[src/rtl/alu_rr_sched.sv]
// -----------------------------------------------------------------------------
// alu_rr_sched
//   Two-requester round-robin scheduler in front of one shared combinational
//   8-bit ALU. One operation is in flight at a time:
//     IDLE -> (accept) -> EXEC -> (capture ALU result) -> RESP -> (handshake)
//   Operands/opcode to the ALU are registered at accept. The ALU result is
//   captured at the end of EXEC and returned to the requester that issued it.
//   Per-requester completion counters wrap modulo 2^CNT_W.
//
// Ports
//   clk, rst                      : clock (rising edge), async active-high reset
//   reqN_valid/ready/a/b/op       : request channel of requester N (N = 0, 1)
//   rspN_valid/ready              : response handshake of requester N
//   rsp_data, rsp_cout            : captured ALU result/carry (shared bus)
//   alu_a, alu_b, alu_opcode      : registered ALU inputs
//   alu_out, alu_cout             : ALU result/carry
//   busy                          : state is not IDLE
//   grant_id                      : requester owning the current operation
//   cnt0, cnt1                    : completed operations per requester
// -----------------------------------------------------------------------------
module alu_rr_sched #(
   parameter int CNT_W = 16
) (
   input  logic             clk,
   input  logic             rst,

   input  logic             req0_valid,
   output logic             req0_ready,
   input  logic [7:0]       req0_a,
   input  logic [7:0]       req0_b,
   input  logic [2:0]       req0_op,

   input  logic             req1_valid,
   output logic             req1_ready,
   input  logic [7:0]       req1_a,
   input  logic [7:0]       req1_b,
   input  logic [2:0]       req1_op,

   output logic             rsp0_valid,
   input  logic             rsp0_ready,
   output logic             rsp1_valid,
   input  logic             rsp1_ready,
   output logic [15:0]      rsp_data,
   output logic             rsp_cout,

   output logic [7:0]       alu_a,
   output logic [7:0]       alu_b,
   output logic [2:0]       alu_opcode,
   input  logic [15:0]      alu_out,
   input  logic             alu_cout,

   output logic             busy,
   output logic             grant_id,
   output logic [CNT_W-1:0] cnt0,
   output logic [CNT_W-1:0] cnt1
);

   typedef enum logic [1:0] {
      IDLE = 2'd0,
      EXEC = 2'd1,
      RESP = 2'd2
   } state_t;

   state_t             state_q, state_d;
   logic               last_grant_q, last_grant_d;
   logic               grant_q, grant_d;
   logic [7:0]         alu_a_q, alu_a_d;
   logic [7:0]         alu_b_q, alu_b_d;
   logic [2:0]         alu_op_q, alu_op_d;
   logic [15:0]        rsp_data_q, rsp_data_d;
   logic               rsp_cout_q, rsp_cout_d;
   logic [CNT_W-1:0]   cnt0_q, cnt0_d;
   logic [CNT_W-1:0]   cnt1_q, cnt1_d;

   logic               rdy0_c, rdy1_c;
   logic               rsp0_vld_c, rsp1_vld_c;
   logic               rsp_take_c;

   // -------------------------------------------------------------------------
   // State register
   // -------------------------------------------------------------------------
   always_ff @(posedge clk or posedge rst) begin
      if (rst) begin
         state_q      <= IDLE;
         last_grant_q <= 1'b1;   // requester 0 wins the first contention
         grant_q      <= 1'b0;
         alu_a_q      <= '0;
         alu_b_q      <= '0;
         alu_op_q     <= '0;
         rsp_data_q   <= '0;
         rsp_cout_q   <= 1'b0;
         cnt0_q       <= '0;
         cnt1_q       <= '0;
      end else begin
         state_q      <= state_d;
         last_grant_q <= last_grant_d;
         grant_q      <= grant_d;
         alu_a_q      <= alu_a_d;
         alu_b_q      <= alu_b_d;
         alu_op_q     <= alu_op_d;
         rsp_data_q   <= rsp_data_d;
         rsp_cout_q   <= rsp_cout_d;
         cnt0_q       <= cnt0_d;
         cnt1_q       <= cnt1_d;
      end
   end

   // -------------------------------------------------------------------------
   // Next state / outputs
   // -------------------------------------------------------------------------
   always_comb begin
      state_d      = state_q;
      last_grant_d = last_grant_q;
      grant_d      = grant_q;
      alu_a_d      = alu_a_q;
      alu_b_d      = alu_b_q;
      alu_op_d     = alu_op_q;
      rsp_data_d   = rsp_data_q;
      rsp_cout_d   = rsp_cout_q;
      cnt0_d       = cnt0_q;
      cnt1_d       = cnt1_q;
      rdy0_c       = 1'b0;
      rdy1_c       = 1'b0;
      rsp0_vld_c   = 1'b0;
      rsp1_vld_c   = 1'b0;
      rsp_take_c   = 1'b0;

      case (state_q)
         IDLE: begin
            // Round robin: under contention the requester that did not win
            // last time goes next; an uncontested requester always wins.
            rdy0_c = req0_valid & (~req1_valid | last_grant_q);
            rdy1_c = req1_valid & (~req0_valid | ~last_grant_q);
            if (rdy0_c) begin
               alu_a_d      = req0_a;
               alu_b_d      = req0_b;
               alu_op_d     = req0_op;
               grant_d      = 1'b0;
               last_grant_d = 1'b0;
               state_d      = EXEC;
            end else if (rdy1_c) begin
               alu_a_d      = req1_a;
               alu_b_d      = req1_b;
               alu_op_d     = req1_op;
               grant_d      = 1'b1;
               last_grant_d = 1'b1;
               state_d      = EXEC;
            end
         end

         EXEC: begin
            // ALU inputs have been stable for a full cycle; sample its result.
            rsp_data_d = alu_out;
            rsp_cout_d = alu_cout;
            state_d    = RESP;
         end

         RESP: begin
            rsp0_vld_c = ~grant_q;
            rsp1_vld_c = grant_q;
            // Only the owner's ready completes the response.
            rsp_take_c = grant_q ? rsp1_ready : rsp0_ready;
            if (rsp_take_c) begin
               if (grant_q) cnt1_d = cnt1_q + CNT_W'(1);
               else         cnt0_d = cnt0_q + CNT_W'(1);
               state_d = IDLE;
            end
         end

         default: state_d = IDLE;
      endcase
   end

   // Readies are combinational from the valids; force them low while reset
   // is asserted so every output reads zero during reset.
   assign req0_ready = rdy0_c & ~rst;
   assign req1_ready = rdy1_c & ~rst;
   assign rsp0_valid = rsp0_vld_c;
   assign rsp1_valid = rsp1_vld_c;
   assign rsp_data   = rsp_data_q;
   assign rsp_cout   = rsp_cout_q;
   assign alu_a      = alu_a_q;
   assign alu_b      = alu_b_q;
   assign alu_opcode = alu_op_q;
   assign busy       = (state_q != IDLE);
   assign grant_id   = grant_q;
   assign cnt0       = cnt0_q;
   assign cnt1       = cnt1_q;

endmodule

[config.mk]
export PLATFORM = sky130hd
export DESIGN_NAME = alu_rr_sched
export DESIGN_NICKNAME = d
export VERILOG_FILES = /design/src/rtl/alu_rr_sched.sv
export SDC_FILE = /design/constraint.sdc
export NUM_CORES = 1
export LEC_CHECK = 0
export BUFFER_PORTS_ARGS = -buffer_cell sky130_fd_sc_hd__buf_4
export CORE_ASPECT_RATIO = 1.2
export CORE_MARGIN = 3
export CORE_UTILIZATION = 47
export DETAILED_ROUTE_END_ITERATION = 8
export PLACE_DENSITY = 0.77
export SYNTH_ARGS = -nofsm -noshare
export SYNTH_HDL_FRONTEND = slang
export SYNTH_SLANG_ARGS = --single-unit
[constraint.sdc]
create_clock -name clk -period 3.6 [get_ports clk]
set_input_delay 0.72 -clock clk [delete_from_list [all_inputs] [get_ports clk]]
set_output_delay 0.72 -clock clk [all_outputs]
set_load 0.03 [all_outputs]
* Word level (Yosys, flattened, before mapping)
Cells that the tools add are included.
** Storage, ports and cells
- Input bits :: 61
- Output and inout port bits :: 74
- Register bits :: 72
- Logic and storage cells :: 51
** Cells by class
- Bitwise operators :: 11
- Multiplexer cells :: 17
- Equal/unequal tests :: 4
- Add/subtract/negate cells :: 2
- Reductions and logical operators :: 7
** Operators with widths (count)
- adder 16 x 1 -> 16 bit, second input constant :: 2
- two-way mux 8 bit :: 4
- two-way mux 1 bit :: 7
- two-way mux 2 bit :: 3
- two-way mux 3 bit :: 2
- case mux 2 bit (3 select lines) :: 1
- AND reduction 3 bit :: 2
- inverter 1 bit :: 5
- bitwise AND 1 bit :: 4
- AND reduction 2 bit :: 2
- nonzero test 2 bit :: 2
- != test 3 bit, second input constant :: 1
- == test 2 x 1 -> 1 bit, second input constant :: 1
- == test 2 bit, second input constant :: 1
- logical NOT 2 bit :: 1
- != test 2 bit, second input constant :: 1
- OR 1 bit :: 2

* Longest topological paths before layout
- Word-level depth :: 6
- Depth in mapped cells :: 6

* Worst setup path after synthesis
No wires, ideal clock.
- Kind :: input to output
- Start :: input port rst
- End :: output port req0_ready
- Stages :: 2
- Arrival time :: 2.800 ns
- Slack :: 0.080 ns
- Path buffers :: 0
- Cells stage by stage :: inv_1 o2111a_1
** On the way
- Cells in the longest elaborated chain, start to end :: 2
** Ends and longest elaborated chain
- from (decl) :: RTL line 25 : input logic rst,
- inverter 1 bit :: RTL line 176 : assign req0_ready = rdy0_c & ~rst;
- bitwise AND 1 bit :: RTL line 176
- to (decl) :: RTL line 28 : output logic req0_ready,
Every way passes these cells.

* Worst setup path after layout
- Start :: register state_q[1]
- End :: output port req1_ready
** On the way
- Cells in the longest elaborated chain, start to end :: 3
** Ends and longest elaborated chain
- from (decl) :: RTL line 64 : state_t state_q, state_d;
- from (signal assigned) :: RTL line 95 : state_q <= state_d;
- logical NOT 2 bit :: RTL line 128 : case (state_q)
- two-way mux 1 bit :: RTL line 128
- bitwise AND 1 bit :: RTL line 177 : assign req1_ready = rdy1_c & ~rst;
- to (decl) :: RTL line 34 : output logic req1_ready,
Every way passes these cells.

==> impl_metrics.tcl <==
set metrics [dict create \
    outcome "finished, final reports clean" \
    globalplace.congestion 0.7467 \
    setup_viol 0 \
    power.leakage_nw 2.223 \
    worstReg2RegStart "state_q[1]" \
    cts_buffers 9 \
    worst_hold_path_type "reg2reg" \
    layout.cells.non_filler 487 \
    diodes 0 \
    rsz0062_at_grt "false" \
    ctsHoldBuffers 0 \
    design.die.area_um2 7677 \
    peakVddDrop_uv 453.0 \
    layout-drive-gt1-share_pct 44.20 \
    port-buffer-count 134 \
    detail_route.iter0.violations 91 \
    regToRegEndpoint "alu_b[6]" \
    design.core.area_um2 6245 \
    clkSinkCount 72 \
    r2r.worst_path.cells 4 \
    post_synth_inst_count 264 \
    setup_slack_ns 1.207 \
    clock_path_buffers 2 \
    critPathLaunchType "flip-flop" \
    syn_avg_cell_area_um2 11.85 \
    grt_pass1_vias 2424 \
    transition_time_at_the_pin_with_the_least_slew_margin_ns 1.189 \
    fmaxAchievable_mhz 417.8 \
    synth_cell_types 32 \
    totalWireLength_um 6951 \
    powerDensity_nw_per_um2 791.1 \
    final.setup.tns_ns 0 \
    worst_hold_launch "cnt1[15]" \
    timing.critical_path.to_type "output port" \
    critPathKind "reg2out" \
    remaining_drc_errors 0 \
    vias 2405 \
    critPathLaunch "state_q[1]" \
    cts_max_level 3 \
    grtUsageTotal_pct 18.88 \
    clk_transition_reported_paths_ns 0.07 \
    cap_viol_max_count 0 \
    cts_resized 0 \
    start_util_pct 50.11 \
    totalPowerFinal_mw 3.465 \
    synth_sequential_area_ratio_pct 57.62 \
    whs_path_depth 1 \
    synthToLayoutAreaGrowth_pct 39.98 \
    period_minus_slack_ns 2.393 \
    die_h_um 95.39 \
    post_synthesis_sequential_element_count 72 \
    grt_remaining_overflow 0 \
    largest_fanout_of_any_net_on_the_critical_path 7 \
    worst_skew_late_latency_ns 0.34 \
    arrival_ns 1.67 \
    pre_cts_ws_ns 1.455 \
    min_delay_worst_endpoint "cnt1[15]" \
    antenna_violating_nets_post_route 0 \
    post-dp-hpwl_um 5204 \
    grt_pass1_wl_um 11090 \
    chipWidth_um 80.49 \
    synth-async-reset-ratio_pct 100.0 \
    finalHoldViolations 0 \
    route.detailed.wl_per_inst_um 14.27 \
    worst_clock_skew_ns 0.01112 \
    std_cell_rows 31 \
    io_pins 135 \
    synth-edff-count 0 \
    finalCritPeriodShare_pct 66.48 \
    grt_max_degree 73 \
    antenna_violations_before_repair 0 \
    synth-main-ff-cell "dfrtp_1" \
    post_synth_instance_area_um2 3129 \
    rrSetupSlack_ns 1.37 \
    worst-endpoint-required_ns 2.88 \
    root_buffer "clkbuf_8" \
    synth_warnings 0 \
    placed_cells_incl_taps 471 \
    cts_setup_buffers 0 \
    synth_fp_nets 327 \
    post_dr_vias_cell 4.938 \
    fin_nets 463 \
    max-slew-margin-rel_pct 20.73 \
    cts_tree "built" \
    detailedRoute.firstPassIterationCount 4 \
    timing.final.max_slew_violations 0 \
]
-- worst max-delay path: stages, from the launching register on --
cell and delay, ns:
dfrtp_1 0.43, nor2_1 0.42, nand3_1 0.19, nor2_1 0.13, buf_4 0.17
-- through the flow --
stage               hold slack (ns)  cell area (µm²)  utilization, %
detailed placement           0.4712             4198           67.22
global placement             0.4633             4198           67.22
finish                       0.4762             4380           70.15
CTS                          0.4848             4380           70.15
global route                 0.5049             4380           70.15
floorplan                    0.5161             3129               -
-- layout make-up --
class	instances	area [µm²]
clock buffer	12	155.1
clock inverter	4	27.53
fill	492	1864
inverter	6	22.52
multi-input combinational	175	1249
sequential	72	1803
tap	82	102.6
timing repair buffer	136	1021
-- synthesized netlist by cell type (2+ instances only) --
library cell / n / share of area, %
and3_1: 5 / 1.0
nand4_1: 8 / 1.6
a21oi_1: 20 / 3.2
ha_1: 2 / 0.80
mux2_2: 18 / 6.5
buf_2: 5 / 0.80
nor2_1: 26 / 3.1
and4_1: 2 / 0.56
o21ai_0: 3 / 0.48
nand2b_1: 2 / 0.40
dfrtp_1: 71 / 57
mux2i_1: 19 / 6.1
xnor2_1: 23 / 6.4
buf_4: 3 / 0.72
clkbuf_1: 3 / 0.36
nand3_1: 10 / 1.6
nand2_1: 19 / 2.3
xor2_1: 6 / 1.7
inv_1: 6 / 0.72
-- worst max-delay path by stage --
stage,to,slack [ns],cells past startpoint
after floorplan,req0_ready,0.08,2
after global placement,alu_b[2],1.54,3
after detailed placement,alu_b[6],1.45,4
after CTS,req1_ready,1.22,4
after global routing,req1_ready,1.08,4
final,req1_ready,1.21,4
-- state kept, by name, summed over array words and instances, names as in the netlist --
name and flops:
alu_a 8, alu_b 8, alu_opcode 3, cnt0 16, cnt1 16, grant_id 1
last_grant_q 1, rsp_cout 1, rsp_data 16, state_q 2
-- per-layer routing --
| metal | track usage [%] | share of wire, % |
|---|---|---|
| met5 | 0 | 0 |
| met4 | 8.310 | 1.8 |
| met3 | 6.616 | 8.7 |
| met2 | 30.11 | 48 |
| met1 | 23.12 | 41 |
-- cells in the final DEF, fill, tap and decap left out, types with 5 or more instances in the layout --
master    count
buf_4       136
dfrtp_1      71
nor2_1       26
xnor2_1      23
a21oi_1      20
nand2_1      19
mux2i_1      19
mux2_2       18
clkbuf_8     11
nand3_1      10
nand4_1       8
xor2_1        6
inv_1         5
and3_1        5
-- power by group --
| part | switching, mW | internal, mW |
|---|---|---|
| Clock | 0.294 | 0.290 |
| Sequential | 0.197 | 1.08 |
| Combinational | 0.960 | 0.645 |
| Total | 1.45 | 2.01 |
-- cells by family (layout without fill, tap and decap cells) --
| kind of cell | after synthesis | after routing | share of synthesized area, % |
|---|---|---|---|
| XOR/XNOR | 30 | 30 | 8.637 |
| buffers and inverters | 17 | 158 | 2.599 |
| flip-flops | 72 | 72 | 57.62 |
| adder cells (fa/ha/maj) | 2 | 2 | 0.7996 |
| multiplexers | 37 | 37 | 12.55 |
| AO/OA/AOI/OAI | 26 | 26 | 4.478 |
| AND/OR/NAND/NOR | 80 | 80 | 13.32 |
No activity file was read; power rests on OpenSTA's default activity.
